`src/rtl/multi_cycle_control.sv`:
```
// rtl/multi_cycle_control.sv - multi-cycle MIPS control FSM with shared memory port handshake
module multi_cycle_control #(
    parameter int MEM_TIMEOUT = 16,
    parameter bit HAS_SHIFT   = 1'b1,
    parameter int ALU_CTRL_W  = 4
) (
    input  logic                  clk_i,
    input  logic                  rst_ni,
    input  logic [5:0]            op_i,
    input  logic [5:0]            funct_i,
    input  logic                  zero_i,
    input  logic                  mem_ready_i,
    output logic                  mem_req_o,
    output logic                  mem_we_o,
    output logic                  iord_o,
    output logic                  ir_write_o,
    output logic                  pc_en_o,
    output logic [1:0]            pc_src_o,
    output logic [1:0]            alu_src_a_o,
    output logic [2:0]            alu_src_b_o,
    output logic [ALU_CTRL_W-1:0] alu_control_o,
    output logic [1:0]            reg_dst_o,
    output logic [1:0]            mem_to_reg_o,
    output logic                  reg_write_o,
    output logic                  instr_done_o,
    output logic                  error_o
);
    localparam logic [5:0] OP_R = 6'h00, OP_J = 6'h02, OP_JAL = 6'h03, OP_BEQ = 6'h04,
                           OP_BNE = 6'h05, OP_ADDI = 6'h08, OP_SLTI = 6'h0A,
                           OP_ANDI = 6'h0C, OP_ORI = 6'h0D, OP_LW = 6'h23, OP_SW = 6'h2B;
    localparam logic [5:0] FN_JR = 6'b001000;
    localparam int CW = (MEM_TIMEOUT > 0) ? $clog2(MEM_TIMEOUT + 1) : 1;
    localparam logic [CW-1:0] TO_LAST = CW'((MEM_TIMEOUT > 0) ? MEM_TIMEOUT - 1 : 0);

    typedef enum logic [3:0] {
        S_FETCH, S_DECODE, S_MEM_ADR, S_MEM_RD, S_MEM_WR, S_MEM_WB, S_EXEC_R,
        S_ALU_WB, S_EXEC_I, S_IMM_WB, S_BRANCH, S_JUMP, S_ERROR
    } state_t;

    state_t        state, nxt;
    logic [CW-1:0] wait_cnt;
    logic          req_raw;
    logic          r_ok, r_shift;
    logic [3:0]    r_alu, alu_c;

    // R-type funct decode: ALU code, shift flag and legality
    always_comb begin
        r_ok    = 1'b1;
        r_shift = 1'b0;
        r_alu   = 4'd0;
        case (funct_i)
            6'b100000: r_alu = 4'd2;
            6'b100010: r_alu = 4'd6;
            6'b100100: r_alu = 4'd0;
            6'b100101: r_alu = 4'd1;
            6'b101010: r_alu = 4'd7;
            6'b000000: begin r_alu = 4'd3; r_shift = 1'b1; r_ok = HAS_SHIFT; end
            6'b000010: begin r_alu = 4'd8; r_shift = 1'b1; r_ok = HAS_SHIFT; end
            6'b000011: begin r_alu = 4'd9; r_shift = 1'b1; r_ok = HAS_SHIFT; end
            default:   r_ok = 1'b0;
        endcase
    end

    assign req_raw = (state == S_FETCH) || (state == S_MEM_RD) || (state == S_MEM_WR);

    // Next-state selection, with the memory wait timeout overriding everything
    always_comb begin
        nxt = state;
        case (state)
            S_FETCH:   if (mem_ready_i) nxt = S_DECODE;
            S_DECODE: begin
                case (op_i)
                    OP_LW, OP_SW:                      nxt = S_MEM_ADR;
                    OP_R:                              nxt = (funct_i == FN_JR) ? S_JUMP : S_EXEC_R;
                    OP_ADDI, OP_SLTI, OP_ANDI, OP_ORI: nxt = S_EXEC_I;
                    OP_BEQ, OP_BNE:                    nxt = S_BRANCH;
                    OP_J, OP_JAL:                      nxt = S_JUMP;
                    default:                           nxt = S_ERROR;
                endcase
            end
            S_MEM_ADR: nxt = (op_i == OP_LW) ? S_MEM_RD : S_MEM_WR;
            S_MEM_RD:  if (mem_ready_i) nxt = S_MEM_WB;
            S_MEM_WR:  if (mem_ready_i) nxt = S_FETCH;
            S_EXEC_R:  nxt = r_ok ? S_ALU_WB : S_ERROR;
            S_EXEC_I:  nxt = S_IMM_WB;
            S_ERROR:   nxt = S_ERROR;
            default:   nxt = S_FETCH;
        endcase
        if (MEM_TIMEOUT > 0 && req_raw && !mem_ready_i && wait_cnt == TO_LAST)
            nxt = S_ERROR;
    end

    // State register and stall counter; the counter restarts on any progress
    always_ff @(posedge clk_i or negedge rst_ni) begin
        if (!rst_ni) begin
            state    <= S_FETCH;
            wait_cnt <= '0;
        end else begin
            state <= nxt;
            if (nxt != state || mem_ready_i || !req_raw)
                wait_cnt <= '0;
            else
                wait_cnt <= wait_cnt + CW'(1);
        end
    end

    // Output decode; holding reset kills the memory request and any write-back at once
    always_comb begin
        mem_req_o    = 1'b0;
        mem_we_o     = 1'b0;
        iord_o       = 1'b0;
        ir_write_o   = 1'b0;
        pc_en_o      = 1'b0;
        pc_src_o     = 2'd0;
        alu_src_a_o  = 2'd0;
        alu_src_b_o  = 3'd0;
        alu_c        = 4'd0;
        reg_dst_o    = 2'd0;
        mem_to_reg_o = 2'd0;
        reg_write_o  = 1'b0;
        instr_done_o = 1'b0;
        error_o      = 1'b0;
        if (rst_ni) begin
            case (state)
                S_FETCH: begin
                    mem_req_o   = 1'b1;
                    alu_src_b_o = 3'd1;
                    alu_c       = 4'd2;
                    ir_write_o  = mem_ready_i;
                    pc_en_o     = mem_ready_i;
                end
                S_DECODE: begin
                    alu_src_b_o = 3'd3;
                    alu_c       = 4'd2;
                end
                S_MEM_ADR: begin
                    alu_src_a_o = 2'd1;
                    alu_src_b_o = 3'd2;
                    alu_c       = 4'd2;
                end
                S_MEM_RD: begin
                    mem_req_o = 1'b1;
                    iord_o    = 1'b1;
                end
                S_MEM_WR: begin
                    mem_req_o    = 1'b1;
                    mem_we_o     = 1'b1;
                    iord_o       = 1'b1;
                    instr_done_o = mem_ready_i;
                end
                S_MEM_WB: begin
                    reg_write_o  = 1'b1;
                    mem_to_reg_o = 2'd1;
                    instr_done_o = 1'b1;
                end
                S_EXEC_R: begin
                    alu_src_a_o = r_shift ? 2'd2 : 2'd1;
                    alu_c       = r_alu;
                end
                S_ALU_WB: begin
                    reg_write_o  = 1'b1;
                    reg_dst_o    = 2'd1;
                    instr_done_o = 1'b1;
                end
                S_EXEC_I: begin
                    alu_src_a_o = 2'd1;
                    case (op_i)
                        OP_ADDI: begin alu_src_b_o = 3'd2; alu_c = 4'd2; end
                        OP_SLTI: begin alu_src_b_o = 3'd2; alu_c = 4'd7; end
                        OP_ANDI: begin alu_src_b_o = 3'd4; alu_c = 4'd0; end
                        default: begin alu_src_b_o = 3'd4; alu_c = 4'd1; end
                    endcase
                end
                S_IMM_WB: begin
                    reg_write_o  = 1'b1;
                    instr_done_o = 1'b1;
                end
                S_BRANCH: begin
                    alu_src_a_o  = 2'd1;
                    alu_c        = 4'd6;
                    pc_src_o     = 2'd1;
                    instr_done_o = 1'b1;
                    pc_en_o      = ((op_i == OP_BEQ) && zero_i) || ((op_i == OP_BNE) && !zero_i);
                end
                S_JUMP: begin
                    pc_en_o      = 1'b1;
                    instr_done_o = 1'b1;
                    pc_src_o     = (op_i == OP_R) ? 2'd3 : 2'd2;
                    if (op_i == OP_JAL) begin
                        reg_write_o  = 1'b1;
                        reg_dst_o    = 2'd2;
                        mem_to_reg_o = 2'd2;
                    end
                end
                default: error_o = 1'b1;
            endcase
        end
    end

    assign alu_control_o = ALU_CTRL_W'(alu_c);
endmodule

```
`config.mk`:
```
export PLATFORM = sky130hd
export DESIGN_NAME = multi_cycle_control
export DESIGN_NICKNAME = d
export VERILOG_FILES = /design/src/rtl/multi_cycle_control.sv
export SDC_FILE = /design/constraint.sdc
export NUM_CORES = 1
export LEC_CHECK = 0
export ABC_AREA = 1
export CORE_MARGIN = 3
export CORE_UTILIZATION = 47
export CTS_CLUSTER_SIZE = 25
export DETAILED_ROUTE_END_ITERATION = 10
export PLACE_DENSITY = 0.81
export SETUP_SLACK_MARGIN = 0.2
export SYNTH_ARGS = -nofsm -noshare
export SYNTH_HDL_FRONTEND = slang
export SYNTH_SLANG_ARGS = --single-unit
```
`constraint.sdc`:
```
create_clock -name clk_i -period 1.8 [get_ports clk_i]
set_input_delay 0.27 -clock clk_i [delete_from_list [all_inputs] [get_ports clk_i]]
set_output_delay 0.27 -clock clk_i [all_outputs]
set_load 0.02 [all_outputs]
```
==> results of run 1 <==
==> Yosys cell counts, drive strengths merged <==
master,n
clkbuf,1
nor4,2
nand2,36
a22oi,1
nand3,24
dfrtp,9
a41oi,2
buf,2
clkinv,1
nor3,7
and3,1
ha,2
nand3b,1
nand4,1
xnor2,1
xor2,1
inv,36
a21oi,9
or2,2
o2111ai,1
a31oi,4
o311ai,1
o21ai,5
a211oi,2
nor2,48
==> kinds of logic after synthesis <==
group,after synthesis
simple gates,122
buf+inv,40
compound gates,25
flops,9
xor+xnor,2
fa+ha+maj,2
==> metrics by stage <==
step / cell area (µm²) / utilization (%)
detailed placement: 2090 / 89.4
global placement: 2090 / 89.4
floorplan: 1260 / -
==> metrics, run 1 <==
DP Wirelength=3.89 mm; mapped cell area=1220 µm²; IO Count=39; Rows=17; register area share after synthesis=18.4%; Post-CTS Hold Buffers=0; gpl congestion=0.917; initial core utilization=52.2%; Die Ht=57.0 µm; Syn Inst Count=200; fraction of the mapped netlist area in adder cells=2.05%; Root Buffer Master=clkbuf_4; cell accounting for the most synthesized area=dfrtp_1; PortBufs=38; TritonCTS Sinks=9; CTS H-Tree Depth=1; syn_area_per_cell=6.11 µm²; total CTS buffers=3; post-synth top area share=18.4%; Synth Area in Compound Gates=12.8%; Stopped at=clock tree synthesis (4_1_cts); CTS Buffer Depth=2; Mapped Nets=218; largest family of logic cells by synthesized area=simple AND/OR/NAND/NOR gates; Seq cells post-synth=9; # resized after CTS=210; Simple-Gate Fraction of Synth Area=51.8%; Yosys cell types=35; Placed Cells=321; synth top area cells=dfrtp_1 18%, nor2_1 8.9%, nand3_1 8.6%; Die W=57.0 µm; Syn. warnings=0; post-synthesis xor/xnor area fraction=1.43%; Post CTS Setup Buffer Count=15; mux contribution to synthesized area=0%; status=did not finish; tool error=[ERROR DPL-0038] Utilization greater than 100%, impossible to legalize; worst slack, placed=-0.604 ns
==> run 2, diff against run 1 <==
==> config.mk (replaced) <==
export PLATFORM = sky130hd
export DESIGN_NAME = multi_cycle_control
export DESIGN_NICKNAME = d
export VERILOG_FILES = /design/src/rtl/multi_cycle_control.sv
export SDC_FILE = /design/constraint.sdc
export NUM_CORES = 1
export LEC_CHECK = 0
export ABC_AREA = 1
export CORE_AREA = 3 3 64 66
export DETAILED_ROUTE_END_ITERATION = 10
export DIE_AREA = 0 0 67 69
export PLACE_DENSITY_LB_ADDON = 0.15
export SYNTH_ARGS = -nofsm -noshare
export SYNTH_HDL_FRONTEND = slang
export SYNTH_SLANG_ARGS = --single-unit
==> metrics, run 2 <==
Die Ht=69 µm; CP Cell Sequence=buf_6 > nor2_4 > buf_4 > buf_6 > nand3_4 > nor2_4 > inv_2 > o21ai_1 > buf_4; commonest non-fill, non-tap cell in the layout=buf_4; Mapped Nets=218; setup tns final=-0.545 ns; synth top area cells=dfrtp_1 18%, nor2_1 8.9%, nand3_1 8.6%; EDFF count, synth=0; largest family of logic cells by synthesized area=simple AND/OR/NAND/NOR gates; Setup violations, final=11; VDD IR max=0.755 mV; clock slew at reported path FFs=0.05 ns; Root Buffer Master=clkbuf_8; initial antenna violation count=0; Placed Cells=341; clk_skew=0.00398 ns; Final Slew Violations=0; failing checks=negative setup slack; syn_area_per_cell=6.11 µm²; Hold Crit Class=in2async; pwr/cell area=861 nW/µm²; max_cap viols=0; Achievable Freq=530 MHz; grt ovf=0; Critical Path End Type=primary output; Yosys cell types=35; Clock Latency Late Sink=0.23 ns; first-pass GRT wire length=6.71 mm; ANT cells=0; Period Utilization, post-route=105%; initial detailed-routing violation count=54; fin cells=357; worst slack, placed=-0.568 ns; DRT antenna net count=0; Crit Path Max Fanout=3; Slowest-stage cell, CP=dfrtp_2; status=complete, but fails checks; most numerous cell in the Yosys netlist=nor2_1; Most used DFF post-synth=dfrtp_1; gpl congestion=0.841; max reg flops=5; Die Area=4620 µm²; cell accounting for the most synthesized area=dfrtp_1; post-synthesis xor/xnor area fraction=1.43%; critical path type=reg2out; largest register by flop count=wait_cnt; Tot Pwr=2.00 mW; IO Count=39; Final WS setup=-0.0874 ns; top cells by count, synth=29 x nor2_1, 27 x inv_1, 25 x nand2_1; Simple-Gate Fraction of Synth Area=51.8%; vias=1637; CTS H-Tree Depth=1; Syn Inst Count=200; TritonCTS Sinks=9; leakage power total=1.18 nW; Seq cells post-synth=9; Core Region=3630 µm²; Die W=67 µm; mux contribution to synthesized area=0%; Async S/R FF share, synth=100%; Worst setup SP type=flip-flop; vias in the first global route=1559; most frequent cells in the layout=67 x buf_4, 23 x nand2_1, 22 x inv_1, 21 x nor2_1, 17 x buf_6; actual slew at the worst max-slew pin=0.254 ns; critical path's largest stage delay=0.43 ns; DP Wirelength=3.22 mm; fraction of the mapped netlist area in adder cells=2.05%; register area share after synthesis=18.4%; Min Hold Slack=0.449 ns; r2r setup slk=0 ns; FILL cells=356; Residual DRC=0; Post-CTS Hold Buffers=0; PortBufs=38; fin crit period=1.89 ns; mapped cell area=1220 µm²; CTS Buffer Depth=2; multi-input logic area=968 µm²; RSZ-0062 raised after global routing=true; routed length per placed instance=11.4 µm; Max-slew headroom=83.0%; post-synth top area share=18.4%; Syn. warnings=0; Final Hold Fails=0; Rows=22; CTS tree=done; Tot GR Track Use=17.9%; Synth Area in Compound Gates=12.8%; CP arrival=1.62 ns; initial core utilization=33.6%; DRT Wirelength=4.06 mm; final layout net count=328; largest net degree at the start of global routing=14; share of layout cells above drive strength 1=54.0%; drt pass-1 iters=4; total CTS buffers=3; register area=229 µm²; Critical Path RT=1.53 ns; vias per cell=4.59; largest registers=wait_cnt x5, state x4; area grow syn2layout=90.4%
[run 2: cell counts after synthesis]
Identical to the previous run, type by type.
[run 2: routing by layer]
metal / part of all wire, % / vias to the layer above / track usage, % / routed length, µm
li1: - / 869 / - / -
met1: 45 / 729 / 25.0 / 1810
met5: 0 / - / 0 / 0
met4: 1.7 / 0 / 5.63 / 68
met2: 50 / 32 / 28.9 / 2010
met3: 4.1 / 7 / 1.14 / 166
[run 2: path summary, 6_finish.rpt]
path,endpoint,cells after the start,startpoint
setup / recovery,reg_write_o,9,state[2]
hold / removal,state[0],3,rst_ni
setup reg to reg,wait_cnt[0],13,state[3]
hold reg to reg,wait_cnt[0],1,wait_cnt[0]
max in group asynchronous,state[2],3,rst_ni
min in group clk_i,wait_cnt[0],1,wait_cnt[0]
[run 2: layout make-up]
cell class | count | area share [%]
sequential | 9 | 9.85
inverter | 37 | 6.19
clock buffer | 4 | 1.94
tap | 48 | 2.58
multi-input combinational | 151 | 41.7
timing repair buffer | 108 | 37.8
[run 2: cells by family after synthesis]
family / Yosys count
adder cells (fa/ha/maj): 2
AO/OA/AOI/OAI: 25
flip-flops: 9
AND/OR/NAND/NOR: 122
buffers and inverters: 40
XOR/XNOR: 2
[run 2: repair_timing]
action,CTS,global route
endpoints found under the hold margin,0,0
resized for setup,126,52
setup buffers,5,7
pin swaps,9,19
endpoints found under the setup margin,28,27
[run 2: metrics by stage]
step	instance area [µm²]	utilization (%)
6_report	2320	64.0
5_1_grt	2320	64.0
4_1_cts	2160	59.4
3_5_place_dp	2080	57.2
3_3_place_gp	2080	57.2
2_1_floorplan	1230	-
[run 2: worst max-delay path: cells and delay by family (launching register included)]
family	cells	cell delay, ns
simple gates	3	0.28
flops	1	0.43
compound gates	1	0.11
buf+inv	5	0.56
[run 2: where the power goes]
group	leakage [nW]	switching (mW)	internal [mW]	total (mW)
Clock	0.0228	0.0800	0.154	0.234
Sequential	0.117	0.0533	0.251	0.304
Combinational	1.04	0.757	0.707	1.46
Total	1.18	0.891	1.11	2.00
Power figures use the tool's default switching activity.
==> run 3, diff against run 2 <==
--- a/config.mk
+++ b/config.mk
@@ -9,6 +9,7 @@
 export CORE_AREA = 3 3 64 66
 export DETAILED_ROUTE_END_ITERATION = 10
 export DIE_AREA = 0 0 67 69
+export GPL_ROUTABILITY_DRIVEN = 1
 export PLACE_DENSITY_LB_ADDON = 0.15
 export SYNTH_ARGS = -nofsm -noshare
 export SYNTH_HDL_FRONTEND = slang
==> results of run 3 <==
The final DEF is identical to that of run 2; final timing and power are the same.
